<file path="src/rtl/ex_muldiv_pkg.sv">
// Shared constants for the RV32M execute-stage multiply/divide unit.
`timescale 1ns/1ps
package ex_muldiv_pkg;

  localparam logic [6:0] OPC_OP     = 7'b0110011;
  localparam logic [6:0] F7_MULDIV  = 7'b0000001;

  localparam logic [2:0] F3_MUL     = 3'b000;
  localparam logic [2:0] F3_MULH    = 3'b001;
  localparam logic [2:0] F3_MULHSU  = 3'b010;
  localparam logic [2:0] F3_MULHU   = 3'b011;
  localparam logic [2:0] F3_DIV     = 3'b100;
  localparam logic [2:0] F3_DIVU    = 3'b101;
  localparam logic [2:0] F3_REM     = 3'b110;
  localparam logic [2:0] F3_REMU    = 3'b111;

  localparam int         MD_ITER    = 32;
  localparam logic [5:0] CNT_LAST   = 6'(MD_ITER - 1);

  typedef enum logic [1:0] {
    ST_IDLE = 2'b00,
    ST_BUSY = 2'b01,
    ST_DONE = 2'b10
  } md_state_e;

  function automatic logic is_m_op(input logic [6:0] opcode, input logic [6:0] funct7);
    return (opcode == OPC_OP) && (funct7 == F7_MULDIV);
  endfunction

endpackage

</file>
<file path="src/rtl/muldiv_shift_core.sv">
// One-bit-per-step datapath: shift-add multiply or restoring divide on a 2W-bit accumulator.
`timescale 1ns/1ps
module muldiv_shift_core #(
  parameter int W = 32
) (
  input  logic           clk,
  input  logic           rst_n,
  input  logic           load_i,
  input  logic           step_i,
  input  logic           div_i,
  input  logic [W-1:0]   a_i,
  input  logic [W-1:0]   b_i,
  output logic [2*W-1:0] acc_next_o
);

  logic [2*W-1:0] acc_q, acc_d;
  logic [W-1:0]   b_q, b_d;
  logic [W:0]     add_sum;
  logic [W:0]     rem_sh;
  logic [W-1:0]   diff;
  logic           borrow;

  // Multiply: {partial, multiplier} shifts right. Divide: {remainder, dividend/quotient} shifts left.
  always_comb begin
    add_sum = {1'b0, acc_q[2*W-1:W]} + ({(W+1){acc_q[0]}} & {1'b0, b_q});
    rem_sh  = acc_q[2*W-1:W-1];
    borrow  = rem_sh < {1'b0, b_q};
    diff    = rem_sh[W-1:0] - b_q;
    if (div_i) begin
      acc_next_o = borrow ? {rem_sh[W-1:0], acc_q[W-2:0], 1'b0}
                          : {diff, acc_q[W-2:0], 1'b1};
    end else begin
      acc_next_o = {add_sum, acc_q[W-1:1]};
    end

    acc_d = acc_q;
    b_d   = b_q;
    if (load_i) begin
      acc_d = {{W{1'b0}}, a_i};
      b_d   = b_i;
    end else if (step_i) begin
      acc_d = acc_next_o;
    end
  end

  always_ff @(posedge clk or negedge rst_n) begin
    if (!rst_n) begin
      acc_q <= '0;
      b_q   <= '0;
    end else begin
      acc_q <= acc_d;
      b_q   <= b_d;
    end
  end

endmodule

</file>
<file path="src/rtl/ex_muldiv.sv">
// RV32M multiply/divide in EX: FSM, sign handling, special cases and pipeline hold.
// Build option MXRV_MUL_FAST_EN: multiplies complete in one cycle on a 33x33 signed multiplier.
`timescale 1ns/1ps
module ex_muldiv
  import ex_muldiv_pkg::*;
#(
  parameter int XLEN = 32
) (
  input  logic            clk,
  input  logic            rst_n,
  input  logic [6:0]      ex_muldiv_opcode_i,
  input  logic [2:0]      ex_muldiv_funct3_i,
  input  logic [6:0]      ex_muldiv_funct7_i,
  input  logic [4:0]      ex_muldiv_rd_i,
  input  logic [XLEN-1:0] ex_muldiv_rs1_data_i,
  input  logic [XLEN-1:0] ex_muldiv_rs2_data_i,
  input  logic            ex_muldiv_flush_i,
  output logic [XLEN-1:0] ex_muldiv_result_o,
  output logic [4:0]      ex_muldiv_rd_o,
  output logic            ex_muldiv_we_o,
  output logic            ex_muldiv_hold_req_o,
  output logic            ex_muldiv_busy_o
);

  localparam logic [XLEN-1:0] INT_MIN = {1'b1, {(XLEN-1){1'b0}}};

  md_state_e         state_q, state_d;
  logic [5:0]        cnt_q, cnt_d;
  logic [2:0]        f3_q, f3_d;
  logic [4:0]        rd_q, rd_d;
  logic              neg_q, neg_d;
  logic [XLEN-1:0]   result_q, result_d;

  logic              start, is_div, a_sgn, b_sgn, a_neg, b_neg, div_zero, div_ovf;
  logic [XLEN-1:0]   rs1, rs2, mag_a, mag_b, div_sel, fixed;
  logic [2*XLEN-1:0] acc_next, prod;

  assign rs1 = ex_muldiv_rs1_data_i;
  assign rs2 = ex_muldiv_rs2_data_i;

`ifdef MXRV_MUL_FAST_EN
  logic signed [2*XLEN-1:0] fast_a, fast_b;
  logic [2*XLEN-1:0]        fast_prod;
  // Sign-extended operands; the low 2*XLEN bits equal the 33x33 signed product.
  assign fast_a    = {{XLEN{a_sgn & rs1[XLEN-1]}}, rs1};
  assign fast_b    = {{XLEN{b_sgn & rs2[XLEN-1]}}, rs2};
  assign fast_prod = fast_a * fast_b;
`endif

  always_comb begin
    start    = is_m_op(ex_muldiv_opcode_i, ex_muldiv_funct7_i)
               && (state_q == ST_IDLE) && !ex_muldiv_flush_i;
    is_div   = ex_muldiv_funct3_i[2];
    a_sgn    = (ex_muldiv_funct3_i == F3_MULH) || (ex_muldiv_funct3_i == F3_MULHSU)
               || (ex_muldiv_funct3_i == F3_DIV) || (ex_muldiv_funct3_i == F3_REM);
    b_sgn    = (ex_muldiv_funct3_i == F3_MULH) || (ex_muldiv_funct3_i == F3_DIV)
               || (ex_muldiv_funct3_i == F3_REM);
    a_neg    = a_sgn & rs1[XLEN-1];
    b_neg    = b_sgn & rs2[XLEN-1];
    mag_a    = a_neg ? -rs1 : rs1;
    mag_b    = b_neg ? -rs2 : rs2;
    div_zero = is_div && (rs2 == '0);
    div_ovf  = is_div && !ex_muldiv_funct3_i[0] && (rs1 == INT_MIN) && (rs2 == '1);

    // Result sign is applied to the full product so MULH* sees the borrow from the low half.
    prod    = neg_q ? -acc_next : acc_next;
    div_sel = f3_q[1] ? acc_next[2*XLEN-1:XLEN] : acc_next[XLEN-1:0];
    if (f3_q[2])               fixed = neg_q ? -div_sel : div_sel;
    else if (f3_q == F3_MUL)   fixed = prod[XLEN-1:0];
    else                       fixed = prod[2*XLEN-1:XLEN];

    state_d  = state_q;
    cnt_d    = cnt_q;
    f3_d     = f3_q;
    rd_d     = rd_q;
    neg_d    = neg_q;
    result_d = result_q;

    if (ex_muldiv_flush_i) begin
      state_d = ST_IDLE;
    end else begin
      unique case (state_q)
        ST_IDLE: begin
          if (start) begin
            f3_d  = ex_muldiv_funct3_i;
            rd_d  = ex_muldiv_rd_i;
            neg_d = (is_div && ex_muldiv_funct3_i[1]) ? a_neg : (a_neg ^ b_neg);
            cnt_d = '0;
            if (div_zero) begin
              state_d  = ST_DONE;
              result_d = ex_muldiv_funct3_i[1] ? rs1 : '1;
            end else if (div_ovf) begin
              state_d  = ST_DONE;
              result_d = ex_muldiv_funct3_i[1] ? '0 : INT_MIN;
            end
`ifdef MXRV_MUL_FAST_EN
            else if (!is_div) begin
              state_d  = ST_DONE;
              result_d = (ex_muldiv_funct3_i == F3_MUL) ? fast_prod[XLEN-1:0]
                                                        : fast_prod[2*XLEN-1:XLEN];
            end
`endif
            else begin
              state_d = ST_BUSY;
            end
          end
        end
        ST_BUSY: begin
          cnt_d = cnt_q + 6'd1;
          if (cnt_q == CNT_LAST) begin
            state_d  = ST_DONE;
            result_d = fixed;
          end
        end
        ST_DONE: state_d = ST_IDLE;
        default: state_d = ST_IDLE;
      endcase
    end
  end

  always_ff @(posedge clk or negedge rst_n) begin
    if (!rst_n) begin
      state_q  <= ST_IDLE;
      cnt_q    <= '0;
      f3_q     <= '0;
      rd_q     <= '0;
      neg_q    <= 1'b0;
      result_q <= '0;
    end else begin
      state_q  <= state_d;
      cnt_q    <= cnt_d;
      f3_q     <= f3_d;
      rd_q     <= rd_d;
      neg_q    <= neg_d;
      result_q <= result_d;
    end
  end

  muldiv_shift_core #(.W(XLEN)) u_core (
    .clk        (clk),
    .rst_n      (rst_n),
    .load_i     (start),
    .step_i     ((state_q == ST_BUSY) && !ex_muldiv_flush_i),
    .div_i      (f3_q[2]),
    .a_i        (mag_a),
    .b_i        (mag_b),
    .acc_next_o (acc_next)
  );

  // Hold is also masked by reset so an instruction parked at the inputs cannot stall a reset pipeline.
  assign ex_muldiv_hold_req_o = rst_n && (start || ((state_q == ST_BUSY) && !ex_muldiv_flush_i));
  assign ex_muldiv_we_o       = (state_q == ST_DONE) && !ex_muldiv_flush_i;
  assign ex_muldiv_busy_o     = (state_q == ST_BUSY);
  assign ex_muldiv_result_o   = result_q;
  assign ex_muldiv_rd_o       = rd_q;

endmodule

</file>
<file path="config.mk">
export PLATFORM = sky130hd
export DESIGN_NAME = ex_muldiv
export DESIGN_NICKNAME = d
export VERILOG_FILES = /design/src/rtl/ex_muldiv_pkg.sv /design/src/rtl/muldiv_shift_core.sv /design/src/rtl/ex_muldiv.sv
export SDC_FILE = /design/constraint.sdc
export NUM_CORES = 1
export LEC_CHECK = 0
export CAP_MARGIN = 20
export CORE_ASPECT_RATIO = 0.7
export CORE_MARGIN = 2
export CORE_UTILIZATION = 39
export DETAILED_ROUTE_END_ITERATION = 6
export GPL_TIMING_DRIVEN = 0
export HOLD_SLACK_MARGIN = 0.03
export PLACE_DENSITY = 0.61
export SYNTH_ARGS = -nofsm -noshare
export SYNTH_HDL_FRONTEND = slang
export SYNTH_HIERARCHICAL = 1
export SYNTH_SLANG_ARGS = --single-unit
</file>
<file path="constraint.sdc">
create_clock -name clk -period 7.1 [get_ports clk]
set_input_delay 1.42 -clock clk [delete_from_list [all_inputs] [get_ports clk]]
set_output_delay 1.42 -clock clk [all_outputs]
set_load 0.1 [all_outputs]
</file>
* Word-level counts from Yosys, hierarchy flattened *
Index checks and enable logic that the tools add are counted.

storage, ports and cells
  bits in registers = 145
  input port bits = 89
  output and inout port bits = 40
  word-level logic and storage cells = 92

operators by class
  add/sub/neg operators = 7
  $lt $le $gt $ge = 1
  equal/unequal tests = 16
  mux-type cells = 27
  bitwise logic cells = 5
  reductions and logical operators = 28

operators by type and width
  operator                                                                count
  32-bit two-way mux                                                      12
  64-bit two-way mux                                                      5
  32-bit negation                                                         3
  32-bit equality test (second input constant)                            2
  64-bit negation                                                         1
  32-bit case mux with 2 select lines                                     1
  32-bit by 33-bit adder with 33-bit output                               1
  33-bit by 32-bit bitwise AND with 33-bit output                         1
  33-bit by 32-bit less-than comparator with 1-bit output                 1
  32-bit zero test                                                        1
  32-bit subtractor                                                       1
  6-bit case mux with 2 select lines                                      1
  1-bit logical AND                                                       11
  2-bit two-way mux                                                       5
  7-bit by 1-bit equality test with 1-bit output (second input constant)  1
  7-bit by 6-bit equality test with 1-bit output (second input constant)  1
  6-bit by 1-bit adder with 6-bit output (second input constant)          1
  3-bit equality test (second input constant)                             2
  6-bit by 5-bit equality test with 1-bit output (second input constant)  1
  1-bit logical OR                                                        6
  6-bit two-way mux                                                       1
  3-bit != test (second input constant)                                   2
  3-bit AND reduction                                                     2
  5-bit AND reduction                                                     1
  17 further kinds                                                        20

* Logic depth before layout (Yosys ltp) *
Gate-level depths: netlist of run 1.

  depth after elaboration = 9
  mapped depth = 23
  depth with buffers taken out = 21

* By module *
Netlist of run 1, hierarchy kept.

by module, submodules not included
  module             times used  cells each  area an instance (um^2)  sequential area each (um^2)
  muldiv_shift_core  1           1073        8754.6                   2402.3
  ex_muldiv          1           1007        7309.5                   1226.2

* Worst setup path before layout of run 1 *
Ideal clock, no wire load.

  path type = register to register
  start = reg u_core.acc_q[51]
  end = reg result_q[18], in the netlist ex_muldiv_result_o[18]
  library setup time = 0.122 ns
  arrival time = 4.961 ns
  data required time = 6.978 ns
  slack = 2.017 ns
  stages on the path, launching flop included = 22
  buffers on the path = 1
  period minus slack after synthesis = 5.083 ns
  cells stage by stage = dfrtp_1 ha_1 a21oi_1 o221ai_1 a41oi_2 and3_1 nand3_2 nand2_2 clkbuf_1 nor2_1 a211oi_1 nor2_1 mux2i_1 ha_1 nor4bb_1 o221ai_1 nor4_1 a21oi_1 xnor2_1 a22oi_1 o211ai_1 a22o_1

between the ends
  longest elaborated chain between the ends = 9
  elaborated cells on any way between the ends = 13
  classes of those cells = add/sub (3); order compare (1); mux (9)

RTL lines
  item                                                          line                              RTL
  start, declared                                               muldiv_shift_core.sv:16           logic [2*W-1:0] acc_q, acc_d;
  start signal, assigned                                        muldiv_shift_core.sv:48           acc_q <= '0;
  start signal, assigned                                        muldiv_shift_core.sv:51           acc_q <= acc_d;
  33-bit by 32-bit less-than comparator with 1-bit output *     muldiv_shift_core.sv:27           borrow = rem_sh < {1'b0, b_q};
  64-bit two-way mux *                                          muldiv_shift_core.sv:30           acc_next_o = borrow ? {rem_sh[W-1:0], acc_q[W-2:0], 1'b0}
  64-bit two-way mux *                                          muldiv_shift_core.sv:29           if (div_i) begin
  named net acc_next[33]                                        ex_muldiv.sv:36                   logic [2*XLEN-1:0] acc_next, prod;
  64-bit negation / 32-bit two-way mux (equally long branches)  ex_muldiv.sv:66, ex_muldiv.sv:67
  64-bit two-way mux / 32-bit negation (equally long branches)  ex_muldiv.sv:66, ex_muldiv.sv:68
  32-bit two-way mux (on tied branches)                         ex_muldiv.sv:69, ex_muldiv.sv:68
  32-bit two-way mux *                                          ex_muldiv.sv:68                   if (f3_q[2]) fixed = neg_q ? -div_sel : div_sel;
  32-bit two-way mux *                                          ex_muldiv.sv:110                  if (cnt_q == CNT_LAST) begin
  32-bit case mux with 2 select lines *                         ex_muldiv.sv:82                   unique case (state_q)
  end signal, assigned                                          ex_muldiv.sv:135                  result_q <= result_d;
  end, declared                                                 ex_muldiv.sv:32                   logic [XLEN-1:0] result_q, result_d;

Mark *: on every way through the listed nets, which the timed path passes. The rest lies on a longest branch. The select of a mux whose other input is x is not followed.
A chain may end at the register's enable or synchronous reset.

* Worst setup path in the final report of run 1 *
  start = reg u_core.acc_q[51]
  end = reg result_q[25], in the netlist ex_muldiv_result_o[25]

The elaborated chain is that of the path after synthesis.

==> results of run 1 <==
-- area by class of cell --
cell class	count	area [um2]	area share [%]
Inverter	67	253	1.35
Multi-Input combinational cell	1743	11700	62.3
Timing Repair Buffer	133	1330	7.11
Clock buffer	18	439	2.35
Antenna cell	2	5.00	0.0267
Clock inverter	13	169	0.903
Tap cell	544	681	3.64
Buffer	124	549	2.94
Sequential cell	145	3630	19.4
-- where the power goes --
group	switching [W]	internal (W)
Sequential	0.00000106	0.000826
Clock	0.000451	0.000540
Combinational	0.000135	0.0000945
Total	0.000587	0.00146
-- sequential cells by signal, indices dropped and copies added, names as in the netlist --
| signal | cells |
|---|---|
| u_core/b_q | 32 |
| u_core/acc_q | 64 |
| f3_q | 3 |
| cnt_q | 6 |
| ex_muldiv_result_o | 32 |
| state_q | 2 |
| neg_q | 1 |
| ex_muldiv_rd_o | 5 |
-- worst max path at each step --
stage | startpoint | to | slack, ps | cells after the start
global route | u_core/acc_q[0] | ex_muldiv_result_o[30] | 30 | 22
floorplan | u_core/acc_q[51] | ex_muldiv_result_o[18] | 2020 | 21
CTS | u_core/acc_q[0] | ex_muldiv_result_o[30] | 170 | 22
finish | u_core/acc_q[51] | ex_muldiv_result_o[25] | 290 | 19
detailed placement | u_core/acc_q[0] | ex_muldiv_result_o[30] | 230 | 22
global placement | rst_n | ex_muldiv_hold_req_o | -3090 | 3
-- through the flow --
step	power (W)	utilization (%)	setup slack (ps)
2_1_floorplan	0.000940	-	2020
3_3_place_gp	0.00106	44.2	-3090
3_5_place_dp	0.00107	44.3	225
4_1_cts	0.00205	45.8	166
5_1_grt	0.00210	45.8	26.3
6_report	0.00205	45.9	290
-- worst max-delay path, cell delays in order (launching register included) --
cell and delay (ps):
dfrtp_1 430, ha_1 400, a21oi_1 270, o221ai_1 210
a41oi_2 350, and3_1 290, nand3_2 160, and2_4 210
buf_6 160, nand2_1 380, nand2_1 280, nor3_1 600
and4_1 260, clkbuf_1 350, nand4_1 620, or2_1 610
o41ai_1 650, a221oi_1 180, nand2_1 130, a31oi_1 80
-- synthesized netlist by cell type (all sizes together), types with 26 or more instances --
master / instances / area share [%]
nand2: 214 / 5.0
nor2: 186 / 4.4
o21ai: 182 / 5.7
dfrtp: 145 / 23
a21oi: 125 / 4.1
xnor2: 116 / 6.3
mux2i: 88 / 5.5
clkbuf: 86 / 2.0
xor2: 74 / 4.0
ha: 70 / 5.5
inv: 64 / 1.5
nor3: 54 / 1.8
mux2: 51 / 3.6
nand3: 45 / 1.4
and2: 44 / 1.7
o31ai: 40 / 2.0
buf: 39 / 1.3
a31oi: 34 / 1.4
nand4: 32 / 1.2
a21o: 30 / 1.4
or3: 27 / 1.1
nor4: 26 / 1.0
-- metal layers --
metal | wire, um | GRT usage [%] | share of wire [%] | up-vias
met5 | 0 | 0 | 0 | -
met4 | 2010 | 9.24 | 2.6 | 0
met3 | 11500 | 14.9 | 15 | 142
met2 | 28000 | 44.6 | 36 | 1146
met1 | 35600 | 54.5 | 46 | 8695
li1 | - | - | - | 7901
-- kinds of logic after synthesis --
logic type      count (synthesis)
compound gates                597
xor+xnor                      190
fa+ha+maj                      72
buf+inv                       192
flops                         145
mux                           139
simple gates                  745
==> results.md, run 1 <==
- Status: complete, no violations
- Crit Path Category: register to register
- Worst Tran Pin Value: 1260 ps
- Chip width: ~250 um
- Vias in the first global route: around 17k
- Gr usage total: 35.7%
- Commonest non-fill, non-tap cell in the layout: nand2_1
- Post-synth EDFFs: 0
- Vias per inst: between 6 and 7
- Routed WL: just under 80,000 um
- Worst hold slack: just under 500 ps
- Post-cts sizing count: 0
- Final instance area: between 15,000 and 20,000 um2
- DRC: 0
- IO buf count: approximately 130
- DIE HEIGHT: 174 um
- Main synth FF type: dfrtp_1
- Layout cell share with drive strength beyond 1: slightly above 8%
- Placement Cell Area: 18,100 um2
- Yosys cell types: 94
- Worst Hold End: ex_muldiv_result_o[20]
- Synthesized area: 16,100 um2
- Reg2reg end: ex_muldiv_result_o[25]
- Largest family of logic cells by synthesized area: compound AO/OA/AOI/OAI gates
- Leakage: 7.78 nW
- DR WL/cell: approximately 28 um
- WHS Path Cells: 2
- Slew HR: between 10% and 20%
- Hold path startpoint: ex_muldiv_result_o[20]
- Tcrit/Tclk final: between 90% and 100%
- CTS tree: yes
- Filler cells: 4,179
- Root buf cell: clkbuf_16
- FF-to-FF Start: u_core/acc_q[51]
- Sequential area share after synthesis: between 20% and 30%
- Setup Fix Bufs, Post-CTS: 0
- First-pass GRT wire length: 112,000 um
- Drt pass-1 iters: 6
- Yosys Warn Count: 6
- Setup_tns: 0 ps
- Core ar.: about 41,000 um2
- Area grow syn2layout: 16.5%
- H-tree Lvls: 4
- Clock Sinks: between 100 and 150
- CTS Buffer Depth: 2
- CP Data Arrival Time: a little over 7000 ps
- Mux contribution to synthesized area: ~9.1%
- Most frequent cells in the layout: 213 x nand2_1, 182 x nor2_1, 178 x o21ai_0, 145 x dfrtp_1, 126 x clkdlybuf4s50_1
- Min cycle time layout: between 6000 and 7000 ps
- Worst vdd ir: 0.176 mV
- # setup viols final: 0
- RSZ-0062 raised after global routing: false
- Synth Register Bits: ~150
- I/O pin count: 129
- R2R Setup Slk: just under 300 ps
- Final Max Tran Viols: 0
- CTS Buf Count: 17
- Data required, critical path: about 7400 ps
- Rows: 62
- 1st-iter DRT viols: around 2.4k
- DP Wirelength: approximately 60,000 um
- Skew final: ~15 ps
- Syn_area_per_cell: just under 8 um2
- Via count: roughly 18k
- Overflow left after global routing: 0
- Nets@finish: roughly 2.4k
- Worst Path Max Fanout: 10
- Synth Area in Adders: 5.70%
- Crit start category: register
- Simple-gate share of the synthesized area: 22.7%
- Critical Path End Type: register
- Final std cells w/o fill: approximately 2.8k
- Max cap viols: 0
- ANT nets after route: 0
- Initial Util: between 30 and 40%
- Area of the die: 42,900 um2
- Synth Area in Compound Gates: roughly a quarter
- Largest net degree at the start of global routing: 87
- Clock slew at reported path FFs: 70 ps
- Post-cts hold buffer count: 0
- Initial antenna violation count: 3
- XOR/XNOR Fraction of Synth Area: 10.4%
- Syn_nets: approximately 2.2k
- Final hold vios: 0
- Async set or reset register ratio after synthesis: 100%
- Clock Latency Late Sink: roughly 470 ps
- Peak Freq: about 150 MHz
- Post-Syn Instances: between 2k and 2.5k
- Reg2reg path depth: 19
- Pwr per Cell Area: 109 nW/um2
- Final Wtd Congestion: 1.05
- Inst Count DP: 2,756
- Hold Crit Class: register to register
Power figures use the tool's default switching activity.
==> run 2, diff against run 1 <==
MAX_ROUTING_LAYER = met4   (was unset)
==> run 2 against run 1 <==
Compared with the run above:
- power is 0.17% lower
- flip-flop and latch count did not move
- register-to-register slack lost 200 ps
- critical endpoint is now ex_muldiv_result_o[30]
- global-route usage is 2.0 points higher
- core utilization up 0.064 points
- count of clock-buffer cells in the layout is 1 lower
- critical path type unchanged
- sequential share of layout area about the same
- hold slack better by 1.7 ps
==> results.md, run 2 (synthesis results as in run 1) <==
- Status: complete, no violations
- Worst Tran Pin Value: between 1000 and 1500 ps
- I/O pin count: approximately 130
- Inst Count DP: 2,756
- Delay-heaviest family, CP: buffers and inverters
- Pre-CTS WS: ~190 ps
- Nets@finish: 2,393
- Vias in the first global route: 16.6k
- Critical Path End Type: register
- Setup_tns: 0 ps
- Commonest non-fill, non-tap cell in the layout: nand2_1
- Largest Register: u_core/acc_q
- CTS Buffer Depth: 2
- Data required, critical path: ~7400 ps
- Area grow syn2layout: 16.6%
- Initial antenna violation count: 5
- DP Wirelength: 62,800 um
- Crit Path Category: register to register
- Routed wl met3: between 10,000 and 15,000 um
- Peak Freq: 143 MHz
- RSZ-0062 raised after global routing: false
- Rows: 62
- Core ar.: ~41,000 um2
- Gr usage total: 37.7%
- PnR worst setup slack: slightly above 90 ps
- Max cap viols: 0
- Root buf cell: clkbuf_16
- Min cycle time layout: around 7000 ps
- Overflow left after global routing: 0
- Routed WL: 79,100 um
- Clock Sinks: 145
- Top Layer Used: met4
- Final Wtd Congestion: about 1
- Critical path, cell by cell: clkbuf_1, clkbuf_1, clkbuf_1, clkbuf_1, nor2_1, nor2_1, mux2i_1, ha_1, nor4bb_1, o221ai_1, nor4_2, buf_4, a41oi_1, xor2_1, o22ai_1, a31oi_1, a21oi_2
- Filler cells: ~4.2k
- Crit start category: register
- Final Max Tran Viols: 0
- Fin util: about 46%
- Post-cts hold buffer count: 0
- Pwr per Cell Area: 109 nW/um2
- Wl on met1: 36,400 um
- Via count: approximately 18k
- IO buf count: between 100 and 150
- Layout cell share with drive strength beyond 1: slightly above 8%
- Largest net degree at the start of global routing: 95
- Post-cts sizing count: 0
- Clock slew at reported path FFs: 80 ps
- Area of the die: roughly 43,000 um2
- First-pass GRT wire length: 114,000 um
- DIE HEIGHT: approximately 170 um
- Tot Pwr: a little over 0.002 W
- Drt pass-1 iters: 6
- Final std cells w/o fill: about 2.8k
- Buf/Inv on CP: 5
- Vias per inst: approximately 6.4
- Chip width: 247 um
- CP max stage cell: clkbuf_1
- Max incr delay on CP: between 700 and 800 ps
- DR WL/cell: approximately 28 um
- Final hold vios: 0
- Register area: 3630 um2
- Worst Path Max Fanout: 10
- ANT nets after route: 0
- Worst vdd ir: between 0.15 and 0.2 mV
- CP Data Arrival Time: about 7300 ps
- Max FFs per register: between 60 and 70
- Tcrit/Tclk final: between 90 and 100%
- # setup viols final: 0
- Met2 wire len: 29,300 um
- Slew HR: between 10% and 20%
- DRC: 0
- 1st-iter DRT viols: 2,256
- CTS tree: yes
- Multi-input gate area: between 10,000 and 15,000 um2
- H-tree Lvls: 4
- Hold Crit Class: register to register
- Clock Latency Late Sink: between 400 and 500 ps
- Cell mode on critical path: clkbuf_1
- Initial Util: between 30% and 40%
- Most frequent cells in the layout: 213 x nand2_1, 182 x nor2_1, 176 x o21ai_0, 145 x dfrtp_1, 126 x clkdlybuf4s50_1
- Leakage: ~8 nW
- Setup Fix Bufs, Post-CTS: 0
- Skew final: 13.4 ps
- CTS Buf Count: 17
run 2: cell count changes in the layout (fill, tap and decap cells not counted), sizes merged:
| cell | before | now |
|---|---|---|
| clkbuf | 101 | 103 |
| clkdlybuf4s15 | 2 | 0 |
| clkinv | 5 | 7 |
| clkinvlp | 2 | 3 |
| diode | 2 | 3 |
| inv | 71 | 70 |
run 2: layout make-up:
cell class	count	area share, %
Clock buffer	17	2.27
Multi-Input combinational cell	1743	62.3
Sequential cell	145	19.4
Timing Repair Buffer	134	7.20
Tap cell	544	3.63
Buffer	124	2.85
Clock inverter	15	1.03
Antenna cell	3	0.0401
Inverter	67	1.35
run 2: worst min-delay path, delay by kind of cell (launching register included):
kind / cells / cell delay [ps]
compound gates: 1 / 60
flops: 1 / 350
simple gates: 1 / 50
run 2: power breakdown:
part | switching [W] | internal (W)
Clock | 0.000454 | 0.000535
Sequential | 0.00000107 | 0.000826
Combinational | 0.000134 | 0.0000946
run 2: final timing paths:
check                                        from                     end  slack, ps  cells after the start
max                                       f3_q[2]  ex_muldiv_result_o[30]         90                     17
min                        ex_muldiv_result_o[20]  ex_muldiv_result_o[20]        500                      2
max reg2reg                               f3_q[2]  ex_muldiv_result_o[30]         90                     17
min reg2reg                ex_muldiv_result_o[20]  ex_muldiv_result_o[20]        500                      2
max in group asynchronous                   rst_n       ex_muldiv_rd_o[1]       5250                      2
min in group asynchronous                   rst_n          u_core/b_q[25]        930                      1
run 2: metrics by stage:
| stage | area [um2] | hold slack [ps] |
|---|---|---|
| 3_5_place_dp | 18100 | 481 |
| 6_report | 18700 | 496 |
| 3_3_place_gp | 18000 | 474 |
| 4_1_cts | 18700 | 497 |
| 5_1_grt | 18700 | 523 |
| 2_1_floorplan | 16100 | 490 |
run 2: layer usage:
metal | up-vias | global-route usage, %
met3 | 106 | 17.6
met4 | 0 | 8.73
met5 | - | -
met1 | 8746 | 54.2
met2 | 1052 | 46.6
li1 | 7899 | -
==> run 3, diff against run 2 <==
TNS_END_PERCENT = 30   (was unset)
==> results of run 3 <==
The final DEF is identical to that of run 2; final timing and power are the same.
